### src/rtl/wb_cmd_master.sv
// rtl/wb_cmd_master.sv - single-outstanding Wishbone pipelined command master
//
// Takes one command on a valid/ready port, runs exactly one Wishbone cycle,
// and returns the outcome (data, err/rty, timeout) on a valid/ready port.
//
// Ports:
//   clk_i, rst_n_i           clock, asynchronous active-low reset
//   cmd_valid_i/cmd_ready_o  command handshake (ready only while idle)
//   cmd_we_i/adr_i/sel_i/dat_i  command fields, captured on accept
//   rsp_valid_o/rsp_ready_i  response handshake
//   rsp_dat_o/err_o/timeout_o   outcome, held stable until consumed
//   wb_*                     Wishbone pipelined master port
module wb_cmd_master #(
  parameter int ADDR_WIDTH = 8,
  parameter int TIMEOUT    = 255
) (
  input  logic                  clk_i,
  input  logic                  rst_n_i,
  input  logic                  cmd_valid_i,
  output logic                  cmd_ready_o,
  input  logic                  cmd_we_i,
  input  logic [ADDR_WIDTH-1:0] cmd_adr_i,
  input  logic [3:0]            cmd_sel_i,
  input  logic [31:0]           cmd_dat_i,
  output logic                  rsp_valid_o,
  input  logic                  rsp_ready_i,
  output logic [31:0]           rsp_dat_o,
  output logic                  rsp_err_o,
  output logic                  rsp_timeout_o,
  output logic                  wb_cyc_o,
  output logic                  wb_stb_o,
  output logic                  wb_we_o,
  output logic [ADDR_WIDTH-1:0] wb_adr_o,
  output logic [3:0]            wb_sel_o,
  output logic [31:0]           wb_dat_o,
  input  logic [31:0]           wb_dat_i,
  input  logic                  wb_ack_i,
  input  logic                  wb_err_i,
  input  logic                  wb_rty_i,
  input  logic                  wb_stall_i
);

  localparam int CNT_W = $clog2(TIMEOUT + 1);

  typedef enum logic [1:0] {S_IDLE, S_REQ, S_WAIT, S_RSP} state_t;

  state_t                state_q, state_d;
  logic [CNT_W-1:0]      cnt_q, cnt_d;
  logic                  cyc_d, stb_d, we_d;
  logic [ADDR_WIDTH-1:0] adr_d;
  logic [3:0]            sel_d;
  logic [31:0]           wdat_d;
  logic                  rsp_valid_d, rsp_err_d, rsp_to_d;
  logic [31:0]           rsp_dat_d;

  // Bus inputs only mean something while our cycle is open; this is what
  // drops late acks arriving after a timeout.
  logic term, fail, cnt_hit;
  assign term    = wb_cyc_o & (wb_ack_i | wb_err_i | wb_rty_i);
  assign fail    = wb_cyc_o & (wb_err_i | wb_rty_i);
  assign cnt_hit = (cnt_q == CNT_W'(TIMEOUT));

  // Gated by reset so the port reads 0 while reset is held.
  assign cmd_ready_o = rst_n_i & (state_q == S_IDLE);

  // State and output registers
  always_ff @(posedge clk_i or negedge rst_n_i) begin
    if (!rst_n_i) begin
      state_q       <= S_IDLE;
      cnt_q         <= '0;
      wb_cyc_o      <= 1'b0;
      wb_stb_o      <= 1'b0;
      wb_we_o       <= 1'b0;
      wb_adr_o      <= '0;
      wb_sel_o      <= '0;
      wb_dat_o      <= '0;
      rsp_valid_o   <= 1'b0;
      rsp_dat_o     <= '0;
      rsp_err_o     <= 1'b0;
      rsp_timeout_o <= 1'b0;
    end else begin
      state_q       <= state_d;
      cnt_q         <= cnt_d;
      wb_cyc_o      <= cyc_d;
      wb_stb_o      <= stb_d;
      wb_we_o       <= we_d;
      wb_adr_o      <= adr_d;
      wb_sel_o      <= sel_d;
      wb_dat_o      <= wdat_d;
      rsp_valid_o   <= rsp_valid_d;
      rsp_dat_o     <= rsp_dat_d;
      rsp_err_o     <= rsp_err_d;
      rsp_timeout_o <= rsp_to_d;
    end
  end

  // Next-state logic
  always_comb begin
    state_d = state_q;
    case (state_q)
      S_IDLE: if (cmd_valid_i) state_d = S_REQ;
      S_REQ: begin
        if (term || cnt_hit) state_d = S_RSP;
        else if (!wb_stall_i) state_d = S_WAIT;
      end
      S_WAIT: if (term || cnt_hit) state_d = S_RSP;
      S_RSP: if (rsp_ready_i) state_d = S_IDLE;
      default: state_d = S_IDLE;
    endcase
  end

  // Next values of the registered outputs
  always_comb begin
    cyc_d       = wb_cyc_o;
    stb_d       = wb_stb_o;
    we_d        = wb_we_o;
    adr_d       = wb_adr_o;
    sel_d       = wb_sel_o;
    wdat_d      = wb_dat_o;
    rsp_valid_d = rsp_valid_o;
    rsp_dat_d   = rsp_dat_o;
    rsp_err_d   = rsp_err_o;
    rsp_to_d    = rsp_timeout_o;
    cnt_d       = cnt_q;
    case (state_q)
      S_IDLE: begin
        if (cmd_valid_i) begin
          we_d   = cmd_we_i;
          adr_d  = cmd_adr_i;
          sel_d  = cmd_sel_i;
          wdat_d = cmd_dat_i;
          cyc_d  = 1'b1;
          stb_d  = 1'b1;
          cnt_d  = CNT_W'(1);
        end
      end
      S_REQ, S_WAIT: begin
        // Termination has priority over the timeout in the same cycle.
        if (term) begin
          cyc_d       = 1'b0;
          stb_d       = 1'b0;
          rsp_valid_d = 1'b1;
          rsp_err_d   = fail;
          rsp_dat_d   = (fail || wb_we_o) ? 32'h0 : wb_dat_i;
          cnt_d       = '0;
        end else if (cnt_hit) begin
          cyc_d       = 1'b0;
          stb_d       = 1'b0;
          rsp_valid_d = 1'b1;
          rsp_to_d    = 1'b1;
          rsp_dat_d   = 32'h0;
          cnt_d       = '0;
        end else begin
          // Cannot wrap: reaching TIMEOUT always leaves this state.
          cnt_d = cnt_q + CNT_W'(1);
          if (!wb_stall_i) stb_d = 1'b0;
        end
      end
      S_RSP: begin
        if (rsp_ready_i) begin
          rsp_valid_d = 1'b0;
          rsp_dat_d   = 32'h0;
          rsp_err_d   = 1'b0;
          rsp_to_d    = 1'b0;
        end
      end
      default: ;
    endcase
  end

endmodule

### config.mk
export PLATFORM = sky130hd
export DESIGN_NAME = wb_cmd_master
export DESIGN_NICKNAME = d
export VERILOG_FILES = /design/src/rtl/wb_cmd_master.sv
export SDC_FILE = /design/constraint.sdc
export NUM_CORES = 1
export LEC_CHECK = 0
export BUFFER_PORTS_ARGS = -buffer_cell sky130_fd_sc_hd__buf_2
export CAP_MARGIN = 40
export CORE_ASPECT_RATIO = 1.2
export CORE_UTILIZATION = 42
export DETAILED_ROUTE_END_ITERATION = 10
export MAX_ROUTING_LAYER = met4
export PLACE_DENSITY = 0.79
export SYNTH_ARGS = -nofsm -noshare
export SYNTH_HDL_FRONTEND = slang
export SYNTH_SLANG_ARGS = --single-unit
### constraint.sdc
create_clock -name clk_i -period 2.02 [get_ports clk_i]
set_clock_uncertainty 0.15 [all_clocks]
set_input_delay 0.303 -clock clk_i [delete_from_list [all_inputs] [get_ports clk_i]]
set_output_delay 0.303 -clock clk_i [all_outputs]
set_load 0.1 [all_outputs]
# Word-level counts from Yosys, hierarchy flattened
# Index checks and enable logic that the tools add are counted.
# totals
out_inout_bits,83
romBits,0
ram_bits,0
ff_bits,92
in_bits,85
mem_count,0
latch_bits,0
# op_classes
n_reduce_logical,14
n_eq_ne,13
bitwise,6
magnitude_cmp,0
n_addsub,1
div,0
n_mux,31
multipliers,0
n_shift,0
# op_table
cell,n
two-way mux 32 bit,4
case mux 32 bit (2 select lines),1
two-way mux 8 bit,3
case mux 8 bit (2 select lines),1
inequality test 2 bit (second input constant),6
AND reduction 3 bit,4
two-way mux 1 bit,11
two-way mux 2 bit,5
case mux 1 bit (2 select lines),5
adder 8 x 1 -> 8 bit (second input constant),1
equality test 8 bit (second input constant),1
case mux 2 bit (4 select lines),1
AND reduction 4 bit,2
inequality test 3 bit (second input constant),2
equality test 2 bit (second input constant),2
inequality test 4 bit (second input constant),1
AND reduction 2 bit,2
nonzero test 2 bit,2
bitwise AND 1 bit,3
OR 1 bit,3
equality test 2 x 1 -> 1 bit (second input constant),1
logical NOT 2 bit,1
logical OR 1 bit,2
OR reduction 2 bit,1

# Longest topological paths before layout
# logic_depth
word_depth,6
depth_mapped,7

# Worst setup path after synthesis
# OpenSTA, ideal clock, no wires.
# synth_path
kind,flip-flop to flip-flop
start,register wb_cyc_o
end,register rsp_dat_o[0]
arrival_time_ns,1.859
t_required_ns,1.801
stages_incl_launch_ff,5
setup_slack_ns,-0.058
setup_ns,0.069
synth_period_minus_slack_ns,2.078
cell_sequence,dfrtp_1 -> nand4b_1 -> nor3b_4 -> buf_6 -> a22o_1
# synth_between
elab_chain_len,5
elab_cells_between_ends,8
# synth_lines
item,line,source
start: declaration,30,"output logic wb_cyc_o,"
start signal: assignment,84,wb_cyc_o <= cyc_d;
bitwise AND 1 bit,60,assign fail = wb_cyc_o & (wb_err_i | wb_rty_i);
logical OR 1 bit,144,rsp_dat_d = (fail || wb_we_o) ? 32'h0 : wb_dat_i;
two-way mux 32 bit,144,
two-way mux 32 bit,139,if (term) begin
case mux 32 bit (2 select lines),125,case (state_q)
end signal: assignment,91,rsp_dat_o <= rsp_dat_d;
end: declaration,27,"output logic [31:0] rsp_dat_o,"
# Several ways; a longest one is shown, not always the timed one.
# A chain may end at the register's enable or synchronous reset.

# Worst setup path after layout
# layout_path
start,register state_q[1]
end,register rsp_dat_o[27]
# layout_between
elab_chain_len,4
elab_cells_between_ends,9
# layout_lines
item,line,source
start: declaration,47,"state_t state_q, state_d;"
start signal: assignment,82,state_q <= state_d;
equality test 2 bit or equality test 2 x 1 -> 1 bit (tied branches),125,
OR reduction 2 bit,125,
inequality test 3 bit (no source line) or nonzero test 2 bit (tied branches),--,
AND reduction 3 bit (no source line),--,
# Several ways; a longest one is shown, not always the timed one.

==> reports/qor.tcl <==
set qor(outcome) {finished, final reports clean}
set qor(setup_violations) 0
set qor(worst_min_delay_path_class) {in -> reg}
set qor(mappedNetlistNets) 353
set qor(numCtsBuffers) 9
set qor(die_height_um) 106
set qor(globalRouteMet1Util_pct) 24.0
set qor(initial_antenna_violation_count) 0
set qor(first_global_vias) 2806
set qor(drt.antenna.violating_nets) 0
set qor(row_count) 37
set qor(gp_congestion) 0.846
set qor(final_period_minus_worst_setup_slack_ps) 1950
set qor(detailroute.via_count) 2902
set qor(netlist_area_um2) 3780
set qor(design.core.area_um2) 8660
set qor(gr-usage-met3_pct) 4.11
set qor(ys_async_sr_fraction_pct) 100
set qor(clock_path_buffers) 2
set qor(detailedRoute.firstPassIterationCount) 4
set qor(avgViaCountPerCell) 5.04
set qor(critical_path_arrival_ps) 2080
set qor(globalRouteMet2Util_pct) 31.9
set qor(clk-insertion-delay-late_ps) 350
set qor(final_layout_size_suffix_gt1_share_pct) 57.1
set qor(yosys_register_bits) 92
set qor(insertedDiodeCount) 0
set qor(grt_start_max_net_pins) 93
set qor(worst_r2r_path_depth) 7
set qor(synth_edf_count) 0
set qor(die_width_um) 88.6
set qor(clockRootBuffer) {sky130_fd_sc_hd__clkbuf_8}
set qor(gr-max-usage-layer) {met2}
set qor(synth_sequential_area_ratio_pct) 60.9
set qor(synth_warnings) 0
set qor(syn-mean-instance-area_um2) 14.5
set qor(grt_first_pass_wirelength_um) 13600
set qor(grt.overflow.total) 0
set qor(tightest_slew_ps) 521
set qor(timing.max_cap.violations) 0
set qor(setup.worst_path.class) {reg -> reg}
set qor(number_of_distinct_standard_cells_referenced_by_the_synthesized_netlist) 42
set qor(drt_iter0_drc) 117
set qor(critical_path_peak_fanout) 16
set qor(filler_cell_count) 696
set qor(clock_tree_from_tritoncts) {yes}
set qor(r2r_end) {rsp_dat_o[27]$_DFFE_PN0P_}
set qor(dp_hpwl_um) 6420
set qor(io_buffer_count) 167
set qor(r2r_start) {state_q[1]$_DFFE_PN0P_}
set qor(initial_core_util_pct) 43.7
set qor(slew-limit-headroom_pct) 65.5
set qor(final_net_count) 546
set qor(timing.final.crit_share_pct) 96.3
set qor(dieArea_um2) 9390
set qor(clock-sinks) 92
set qor(wl_per_cell_um) 15.9
set qor(yosys_most_used_dff) {sky130_fd_sc_hd__dfrtp_1}
set qor(endpoint_kind) {flop}
set qor(wl_um) 9180
set qor(start_kind) {flop}
set qor(htree_num_levels) 3
set qor(globalRouteTotalUtil_pct) 20.0
set qor(cts.clk_slew.worst_paths_ps) 100
set qor(timing.critical_path.from) {state_q[1]$_DFFE_PN0P_}
set qor(final_max_slew_viol_count) 0
set qor(syn_to_final_growth_pct) 39.6
set qor(io_pins) 168
set qor(hp-start) {wb_dat_i[16]}
set qor(hold_viol) 0
set qor(timing.fmax_mhz) 514
set qor(crit_required_ps) 2150
set qor(setup_tns_ps) 0
set qor(synthCells) 261
set qor(worst_setup_path_endpoint) {rsp_dat_o[27]$_DFFE_PN0P_}
set qor(reg2reg_slack_ps) 70
set qor(drt_drc_violations_left) 0
[layer usage]
metal / vias up / wire length (µm)
met2: 99 / 4770
li1: 1345 / -
met4: 0 / 229
met3: 18 / 395
met5: - / 0
met1: 1440 / 3780
[critical path: stages, from the launching register on]
cell	delay (ps)
sky130_fd_sc_hd__dfrtp_1	410
sky130_fd_sc_hd__buf_4	150
sky130_fd_sc_hd__ha_2	220
sky130_fd_sc_hd__nand4b_1	230
sky130_fd_sc_hd__nor3b_4	210
sky130_fd_sc_hd__buf_4	180
sky130_fd_sc_hd__clkbuf_16	170
sky130_fd_sc_hd__a22o_1	150
[cell type report]
type                            instances  area (µm²)  share of cell area, %
Inverter                                7        26.3                  0.498
Multi-Input combinational cell        150        1380                   26.1
Tap cell                              117         146                   2.77
Timing Repair Buffer                  194        1170                   22.2
Sequential cell                        92        2300                   43.6
Clock inverter                          6         116                   2.20
Clock buffer                           10         138                   2.61
[logic make-up after synthesis]
logic type / share of synthesized area, %
AND/OR/NAND/NOR: 5.95
XOR/XNOR: 1.16
adder cells (fa/ha/maj): 2.32
buffers and inverters: 3.34
multiplexers: 14.2
flip-flops: 60.9
AO/OA/AOI/OAI: 12.1
[metrics by stage]
step,setup WS [ps],utilization [%],area [µm²],instances,hold WS [ps]
final,74.4,61.0,5280,576,23.5
after global routing,-18.6,61.0,5280,576,0.291
after CTS,45.2,59.8,5170,570,0.568
after detailed placement,-14.5,55.7,4820,544,277
after global placement,67.1,55.7,4820,544,270
after floorplan,114,-,3780,261,-143
[registers in the layout (all words and copies together), names as in the netlist]
| signal | cells |
|---|---|
| wb_stb_o | 1 |
| state_q | 2 |
| rsp_valid_o | 1 |
| rsp_err_o | 1 |
| wb_cyc_o | 1 |
| wb_sel_o | 4 |
| rsp_dat_o | 32 |
| wb_dat_o | 32 |
| rsp_timeout_o | 1 |
| wb_adr_o | 8 |
| wb_we_o | 1 |
| cnt_q | 8 |
[cells in the final DEF (no fill, tap or decap), drive strengths merged, types with 5 or more instances in the layout]
| cell | n |
|---|---|
| a22o | 32 |
| buf | 180 |
| clkbuf | 12 |
| dfrtp | 92 |
| dlygate4sd3 | 12 |
| ha | 7 |
| inv | 9 |
| mux2 | 46 |
| nand2 | 8 |
| nor2 | 10 |
| xnor2 | 5 |
[worst min path at each step]
stage | to | slack, ps | cells after the start
floorplan | cnt_q[0]$_DFFE_PN0P_ | -140 | 0
global placement | cnt_q[1]$_DFFE_PN0P_ | 270 | 2
detailed placement | wb_we_o$_DFFE_PN0P_ | 280 | 2
CTS | rsp_dat_o[7]$_DFFE_PN0P_ | 0.6 | 2
global route | rsp_dat_o[12]$_DFFE_PN0P_ | 0.3 | 2
finish | rsp_dat_o[16]$_DFFE_PN0P_ | 20 | 2
[cells in the mapped netlist, drive strengths merged (2+ instances only)]
cell    n  area (µm²)
nand3   3        15.0
o21ai   4        20.0
and4b   2        20.0
nor4    3        18.8
or2     2        12.5
xnor2   5        43.8
nor2   10        42.5
dfrtp  92        2300
buf    11        95.1
a22o   32         280
o21a    3        22.5
mux2   46         518
inv     7        26.3
nand2   8        37.5
mux2i   2        20.0
a21oi   4        20.0
o22ai   2        12.5
ha      7        87.6
[repair_timing]
action	CTS	global route
setup buffers	0	2
endpoints found under the setup margin	1	42
gates cloned	0	2
pin swaps	0	1
hold buffers	10	2
hold endpoints to repair	101	2
resized for setup	1	5
Power is not shown: default switching activity piles up to over one toggle a cycle in this logic, so the estimate is an artifact.
